## src/rtl/led_chaser_clkdiv.sv

```systemverilog
// led_chaser_clkdiv: a programmable clock divider that drives a ping-pong LED chaser.
// The divider produces a square wave whose half-period is div_count clocks.
// The chaser moves one lit LED one position on every rising transition of that wave.
// All outputs come straight from flops, so nothing depends combinationally on div_count.
module led_chaser_clkdiv #(
  parameter int CNT_WIDTH = 32,
  parameter int LED_WIDTH = 8
) (
  input  logic                 clock,
  input  logic                 reset,
  input  logic [CNT_WIDTH-1:0] div_count,
  output logic                 outclk,
  output logic                 outclk_not,
  output logic [LED_WIDTH-1:0] LED_8
);

  typedef enum logic {
    DIR_UP   = 1'b0,
    DIR_DOWN = 1'b1
  } dir_e;

  localparam logic [LED_WIDTH-1:0] LED_LSB = LED_WIDTH'(1);
  localparam logic [LED_WIDTH-1:0] LED_MSB = {1'b1, {(LED_WIDTH-1){1'b0}}};

  logic [CNT_WIDTH-1:0] counter_q, counter_d;
  logic                 outclk_q, outclk_d;
  logic                 outclk_not_q, outclk_not_d;
  logic [LED_WIDTH-1:0] led_q, led_d;
  dir_e                 dir_q, dir_d;
  logic                 toggle;
  logic                 step;

  // True when exactly one bit of the pattern is set.
  function automatic logic is_onehot(input logic [LED_WIDTH-1:0] v);
    return (v != '0) && ((v & (v - LED_WIDTH'(1))) == '0);
  endfunction

  // Divider next state. A zero half-period freezes the divider. The >= compare
  // means a shrinking div_count takes effect at once, and the counter can never run away.
  always_comb begin
    counter_d = counter_q;
    toggle    = 1'b0;
    if (div_count == '0) begin
      counter_d = '0;
    end else if (counter_q >= (div_count - CNT_WIDTH'(1))) begin
      counter_d = '0;
      toggle    = 1'b1;
    end else begin
      counter_d = counter_q + CNT_WIDTH'(1);
    end
    outclk_d     = outclk_q ^ toggle;
    outclk_not_d = ~outclk_d;
  end

  // Step strobe: one clock wide, on the edge where outclk goes from 0 to 1.
  assign step = toggle & ~outclk_q;

  // Chaser next state. It bounces between the ends, so each endpoint appears once per pass.
  // A corrupted pattern is replaced by the reset pattern on the next step.
  always_comb begin
    led_d = led_q;
    dir_d = dir_q;
    if (step) begin
      if (!is_onehot(led_q)) begin
        led_d = LED_LSB;
        dir_d = DIR_UP;
      end else if (dir_q == DIR_UP) begin
        led_d = led_q << 1;
        if (led_d == LED_MSB) begin
          dir_d = DIR_DOWN;
        end
      end else begin
        led_d = led_q >> 1;
        if (led_d == LED_LSB) begin
          dir_d = DIR_UP;
        end
      end
    end
  end

  // State registers. The asynchronous reset returns everything to its start values immediately.
  always_ff @(posedge clock or negedge reset) begin
    if (!reset) begin
      counter_q    <= '0;
      outclk_q     <= 1'b0;
      outclk_not_q <= 1'b1;
      led_q        <= LED_LSB;
      dir_q        <= DIR_UP;
    end else begin
      counter_q    <= counter_d;
      outclk_q     <= outclk_d;
      outclk_not_q <= outclk_not_d;
      led_q        <= led_d;
      dir_q        <= dir_d;
    end
  end

  assign outclk     = outclk_q;
  assign outclk_not = outclk_not_q;
  assign LED_8      = led_q;

endmodule

```

## config.mk

```make
export PLATFORM = sky130hd
export DESIGN_NAME = led_chaser_clkdiv
export DESIGN_NICKNAME = d
export VERILOG_FILES = /design/src/rtl/led_chaser_clkdiv.sv
export SDC_FILE = /design/constraint.sdc
export NUM_CORES = 1
export LEC_CHECK = 0
export CAP_MARGIN = 25
export CELL_PAD_IN_SITES_DETAIL_PLACEMENT = 1
export CELL_PAD_IN_SITES_GLOBAL_PLACEMENT = 1
export CORE_ASPECT_RATIO = 1.2
export CORE_UTILIZATION = 44
export DETAILED_ROUTE_END_ITERATION = 8
export PLACE_DENSITY_LB_ADDON = 0.1
export SLEW_MARGIN = 20
export SYNTH_ARGS = -nofsm -noshare
export SYNTH_HDL_FRONTEND = slang
export SYNTH_SLANG_ARGS = --single-unit
export TNS_END_PERCENT = 5
```

## constraint.sdc

```tcl
create_clock -name clock -period 6.11 [get_ports clock]
set_input_delay 0.9165 -clock clock [delete_from_list [all_inputs] [get_ports clock]]
set_output_delay 0.9165 -clock clock [all_outputs]
set_load 0.1 [all_outputs]
```

==> flow_summary.json <==
{
  "tritoncts": "built",
  "mappedNetlistArea_mm2": 0.00364,
  "io_buffers": 43,
  "routed_wl_mm": 9.64,
  "placementRows": 36,
  "syn2layout_area_growth_pct": 17.6,
  "grt_max_degree": 44,
  "ir_worst_vdd_mv": 0.146,
  "cp.arrival_ns": 5.30,
  "latest_clock_arrival_within_the_worst_skew_pair_ns": 0.30,
  "critPathKind": "in -> reg",
  "max_freq_ghz": 0.197,
  "half_perimeter_wire_length_of_the_detailed_placement_result_mm": 7.26,
  "route.detailed.wl_per_inst_um": 18.1,
  "setup_slack_ns": 1.02,
  "top_cell_by_count_worst_path": "sky130_fd_sc_hd__ha_1",
  "routed-via-count": 3208,
  "dpl_worst_slack_ns": 0.721,
  "die_x_um": 85.1,
  "die_area_mm2": 0.00865,
  "drv_cap": 0,
  "final_area_mm2": 0.00429,
  "root_buffer": "sky130_fd_sc_hd__clkbuf_8",
  "hold_class": "reg -> reg",
  "critical_path.slowest_cell": "sky130_fd_sc_hd__or4_1",
  "synthesis.yosys.warnings": 0,
  "area_of_combinational_cells_with_multiple_inputs_mm2": 0.00243,
  "async_flop_share_pct": 100,
  "floorplan.initialDensity_pct": 45.2,
  "final_min_period_over_clock_period_pct": 83.3,
  "slew_viol_final": 0,
  "maxSlewHeadroom_pct": 34.3,
  "drcViolationCount": 0,
  "drive_above_1_share_pct": 8.22,
  "critical_path.cell_chain": "clkdlybuf4s50_1, or4_1, nor3_1, nand3_1, nor4_1, xnor2_1, ha_1, nand4_1, or4b_1, a21oi_2, o21ba_2, ha_1, o211ai_2, o32ai_2",
  "global_route.overflow_total": 0,
  "floorplan.io_pins": 44,
  "syn-mean-instance-area_um2": 9.11,
  "outcome": "finished, final reports clean",
  "setup_violations": 0,
  "register_area_mm2": 0.00108,
  "drt-vias-per-instance": 6.02,
  "setup_total_negative_slack_ns": 0,
  "placedInstanceArea_mm2": 0.00415,
  "path_max_fanout": 10,
  "postSynthCellCount": 400,
  "first_pass_grt_wire_length_mm": 16.2,
  "cts.htree.levels": 2,
  "synth_sequential_area_ratio_pct": 29.6,
  "max_slew.worst_pin.slew_ns": 0.982,
  "clkSlewWorstSetupHoldPaths_ns": 0.09,
  "cts_resized": 0,
  "cts_post_setup_buffers_inserted": 0,
  "power_w": 0.00138,
  "tritoncts.num_buffers": 5,
  "grt_pass1_vias": 3332,
  "fillers": 950,
  "grt.total_usage_pct": 23.6,
  "dr.first_iter.drc_count": 136,
  "place.gp.congestion": 0.773,
  "antenna_found_initial": 0,
  "diodes": 0,
  "power.density_mw_per_mm2": 322,
  "cp-end-kind": "register",
  "final_period_minus_worst_setup_slack_ns": 5.09,
  "cts_hold_buffers": 0,
  "cts.sinks": 43,
  "critPathBufInv": 1,
  "timing.critical_path.required_ns": 6.32,
  "detail_route.first_pass.iterations": 4,
  "p_leak_nw": 1.63,
  "synth_flop_cell": "sky130_fd_sc_hd__dfrtp_1",
  "die_h_um": 102,
  "core_area_mm2": 0.00806,
  "rsz_0062_raised_after_global_routing": "false",
  "ant_nets": 0,
  "synth-edff-count": 0,
  "synth.lib_cells_used.distinct": 53,
  "critPathLaunchType": "input pin",
  "layout_commonest_cell": "sky130_fd_sc_hd__xnor2_1",
  "fin_hold_ws_ns": 0.564,
  "cts_max_path_buffers": 2,
  "final_hold_viol_count": 0,
  "layout_common_cells": "43 x sky130_fd_sc_hd__xnor2_1, 42 x sky130_fd_sc_hd__clkdlybuf4s50_1, 41 x sky130_fd_sc_hd__dfrtp_1, 40 x sky130_fd_sc_hd__nor4_1, 36 x sky130_fd_sc_hd__ha_1",
  "path_delay_family": "simple AND/OR/NAND/NOR gates",
  "flip_flop_and_latch_count_after_synthesis": 43,
  "clock_skew_ns": 0.00838,
  "syn_nets": 470,
  "worst_path_largest_cell_delay_ns": 0.59,
  "final_net_count": 507
}
[cell usage after synthesis (2+ instances only)]
library cell	number	area share [%]
sky130_fd_sc_hd__nor4_2	8	2.7
sky130_fd_sc_hd__nand4_1	5	0.86
sky130_fd_sc_hd__mux2i_1	6	1.6
sky130_fd_sc_hd__ha_1	36	12
sky130_fd_sc_hd__nor2_1	22	2.3
sky130_fd_sc_hd__nor4_4	4	2.3
sky130_fd_sc_hd__dfstp_2	2	1.4
sky130_fd_sc_hd__o22ai_1	7	1.2
sky130_fd_sc_hd__dfrtp_1	41	28
sky130_fd_sc_hd__nor4b_1	2	0.48
sky130_fd_sc_hd__or4_1	3	0.62
sky130_fd_sc_hd__xor2_1	16	3.8
sky130_fd_sc_hd__or3_1	6	1.0
sky130_fd_sc_hd__nand3_1	15	2.1
sky130_fd_sc_hd__inv_1	20	2.1
sky130_fd_sc_hd__and3_1	5	0.86
sky130_fd_sc_hd__and4_1	4	0.96
sky130_fd_sc_hd__clkbuf_1	8	0.82
sky130_fd_sc_hd__nor4_1	40	6.9
sky130_fd_sc_hd__o31ai_1	2	0.41
sky130_fd_sc_hd__nor3_1	17	2.3
sky130_fd_sc_hd__buf_2	5	0.69
sky130_fd_sc_hd__a21o_1	2	0.41
sky130_fd_sc_hd__nand2_1	26	2.7
sky130_fd_sc_hd__or4_4	3	0.93
sky130_fd_sc_hd__o21ai_0	10	1.4
sky130_fd_sc_hd__xnor2_1	43	10
sky130_fd_sc_hd__a21oi_1	16	2.2
sky130_fd_sc_hd__nor3b_1	2	0.41
[cell families (layout without fill, tap and decap cells)]
logic type | Yosys count | count (layout) | synth area share (%)
AO/OA/AOI/OAI | 47 | 47 | 8.10
XOR/XNOR | 59 | 59 | 14.2
AND/OR/NAND/NOR | 172 | 172 | 29.7
adder cells (fa/ha/maj) | 37 | 37 | 12.6
buffers and inverters | 36 | 74 | 4.19
flip-flops | 43 | 43 | 29.6
multiplexers | 6 | 6 | 1.65
[path summary, 6_finish.rpt]
kind	start	endpoint	slack [ns]	depth (start not counted)
worst min register to register	counter_q[0]	counter_q[0]	0.56	1
min in group asynchronous	reset	LED_8[5]	0.60	1
worst max register to register	counter_q[29]	LED_8[7]	3.28	8
worst min-delay path	counter_q[0]	counter_q[0]	0.56	1
worst max-delay path	div_count[19]	LED_8[7]	1.02	14
max in group asynchronous	reset	counter_q[22]	5.11	1
[final cells by class]
type,instances,share of cell area (%)
sequential,43,25.2
multi-input combinational,321,56.7
inverter,20,1.75
clock inverter,2,1.40
tap,95,2.77
timing repair buffer,46,10.5
clock buffer,6,1.69
[power by group]
part	switching, W	leakage [nW]	internal (W)
sequential	0.000109	0.571	0.000362
clock	0.000104	0.0654	0.000164
combinational	0.000415	0.995	0.000226
total	0.000629	1.63	0.000751
[metrics by stage]
stage	std cells	util, %
3_3_place_gp	525	51.5
4_1_cts	533	53.1
3_5_place_dp	525	51.5
5_1_grt	533	53.2
6_report	533	53.2
2_1_floorplan	400	-
[state kept, by name, summed over array words and instances, names as in the netlist]
name        cells
LED_8           8
counter_q      32
dir_q           1
outclk_not      1
outclk          1
[per-layer routing]
layer / wire length (um) / GRT usage [%] / share of wire, %
met5: 0 / 0 / 0
met4: 47 / 3.52 / 0.49
met3: 140 / 2.44 / 1.5
met2: 5190 / 45.3 / 54
met1: 4260 / 28.9 / 44
No activity file was read; power rests on OpenSTA's default activity.
==> RTL edit (config.mk and constraints unchanged) <==
Change the parameter `CNT_WIDTH` from 32 to 40.
--- a/src/rtl/led_chaser_clkdiv.sv
+++ b/src/rtl/led_chaser_clkdiv.sv
@@ -4,5 +4,5 @@
 // All outputs come straight from flops, so nothing depends combinationally on div_count.
 module led_chaser_clkdiv #(
-  parameter int CNT_WIDTH = 32,
+  parameter int CNT_WIDTH = 40,
   parameter int LED_WIDTH = 8
 ) (
Ports: changed (resized div_count); port bits go from 44 to 52. The function was not compared with the original's and may differ.
==> RTL edit against the original RTL <==
- total power rose by 0.62%
- wire length up 24%
- largest power group unchanged
- cell area up 14%
- area after synthesis increased by 15%
- core utilization up 0.37 points
- combinational power rose by 1%
- sequential cell count up 8
- setup slack got worse by 0.40 ns
- largest cell class unchanged
- via count increased by 19%
- die area up 14%
- non-clock buffer count rose by 11
==> RTL edit: results (changes against the original RTL) <==
* Most flops, register: counter_q (unchanged)
* Async SR Flop Fraction at 100.0% (unchanged)
* Synth warn at 0 (unchanged)
* Final net count at 612 (was 507)
* Crit path max fanout at 10 (unchanged)
* Max reg flops at 40 (was 32)
* Final wirelength at 11900 um (was 9635 um)
* Skew final at 0.004581 ns (was 0.008384 ns)
* Worst path arrival time at 5.71 ns (was 5.30 ns)
* Clk_lat worst skew at 0.31 ns
* Gr usage total at 25.37% (was 23.58%)
* Peak supply drop at 0.0001722 V (was 0.0001456 V)
* P_leak at 1.945 nW (was 1.631 nW)
* Syn Nets at 563 (was 470)
* Post-CTS setup buffers at 0 (unchanged)
* Ant diodes at 0 (unchanged)
* Vias/cell at 5.895 (was 6.019)
* Main synth FF type: dfrtp_1 (unchanged)
* Hold WC Path Type: flip-flop to flip-flop (unchanged)
* Drt pass-1 iters at 4 (unchanged)
* Num CTS Buffers at 5 (unchanged)
* Pin count of the biggest net entering global routing at 52 (was 44)
* Port-buffer cells at 51 (was 43)
* Initial antenna violation count at 0 (unchanged)
* Largest cells by area after synthesis: dfrtp_1, ha_1, xnor2_1 (unchanged)
* Hpwl dp at 9229 um (was 7263 um)
* Vias in the first global route at 4028 (was 3332)
* Clock Tree Root: clkbuf_8 (unchanged)
* Sequential cell area fraction in the yosys report at 30.62% (was 29.59%)
* Top-count cell post-synth: nor3_1 (was xnor2_1)
* Pre-CTS setup slack at 0.3034 ns (was 0.7206 ns)
* Share of layout cells above drive strength 1 at 4.364% (was 8.219%)
* Number of gates resized after cts at 0 (unchanged)
* DRT iter0 DRCs at 105 (was 136)
* Post-placement cell area at 0.004806 mm2 (was 0.004151 mm2)
* H-tree Lvls at 2 (unchanged)
* Outcome: completed (unchanged)
* Fillers at 1104 (was 950)
* Library cells used by synthesis at 51 (was 53)
* Placer Congestion at 0.8154 (was 0.7733)
* Register area at 0.001279 mm2 (was 0.001079 mm2)
* Top post-synthesis cells by count: nor3_1, dfrtp_1, ha_1 (was xnor2_1, dfrtp_1, nor4_1)
* Global-route wire length before repair at 19860 um (was 16190 um)
* Tightest Pin Transition at 0.9667 ns (was 0.9820 ns)
[RTL edit: changes by cell type after synthesis, moves of 5 or more]
cell | before | now
xor2_1 | 16 | 36
inv_1 | 20 | 15
nor2_1 | 22 | 30
nor4_1 | 40 | 17
and3_1 | 5 | 10
buf_2 | 5 | 0
nor3_1 | 17 | 57
ha_1 | 36 | 44
nor4_2 | 8 | 0
nand3_1 | 15 | 25
dfrtp_1 | 41 | 49
nand4_1 | 5 | 28
[RTL edit: where the power goes]
part / switching, W / leakage [nW] / internal, W / total [W]
Sequential: 0.000116 / 0.681 / 0.000422 / 0.000538
Combinational: 0.000416 / 1.22 / 0.000232 / 0.000648
Clock: 0.000121 / 0.0422 / 0.0000810 / 0.000202
[RTL edit: worst paths after layout]
path / startpoint / endpoint / slack, ns / cells past startpoint
min in group asynchronous: reset / LED_8[3] / 0.73 / 2
worst min-delay path: counter_q[0] / counter_q[0] / 0.51 / 1
worst min register to register: counter_q[0] / counter_q[0] / 0.51 / 1
max in group asynchronous: reset / counter_q[5] / 4.92 / 2
worst max register to register: counter_q[2] / LED_8[3] / 2.85 / 11
worst max-delay path: div_count[22] / LED_8[7] / 0.62 / 17
[RTL edit: metrics by stage]
| stage | instances | total power [W] |
|---|---|---|
| after detailed placement | 639 | 0.001193 |
| after global placement | 639 | 0.001164 |
| after floorplan | 477 | 0.0009982 |
| final | 647 | 0.001388 |
| after CTS | 647 | 0.001398 |
| after global routing | 647 | 0.001483 |
[RTL edit: cells by family after synthesis]
kind of cell / synth area share (%)
AND/OR/NAND/NOR: 28.49
XOR/XNOR: 15.73
flip-flops: 30.62
AO/OA/AOI/OAI: 7.130
adder cells (fa/ha/maj): 13.18
buffers and inverters: 3.415
multiplexers: 1.438
[RTL edit: layout make-up]
type	count	area share, %
Clock buffer	7	1.562
Clock inverter	1	0.1024
Inverter	15	1.152
Multi-Input combinational cell	396	56.68
Sequential cell	51	26.16
Tap cell	120	3.072
Timing Repair Buffer	57	11.26
[RTL edit: worst max-delay path, cell delays in order]
cell	delay, ns
clkdlybuf4s50_1	0.50
or4_4	0.57
nand2b_4	0.19
or3b_1	0.41
nor2_1	0.27
nand2_1	0.11
xor2_1	0.16
ha_1	0.27
nand4_1	0.13
nor4_1	0.45
nand4_1	0.26
a31oi_4	0.21
o21a_1	0.15
ha_1	0.38
o21a_1	0.19
o21ai_1	0.23
o32ai_1	0.29
[RTL edit: routing by layer]
layer  routed length, um  global-route usage [%]
met2                6305                   47.67
met5                   0                       0
met4                 308                   8.844
met3                 256                   3.068
met1                5029                   29.81
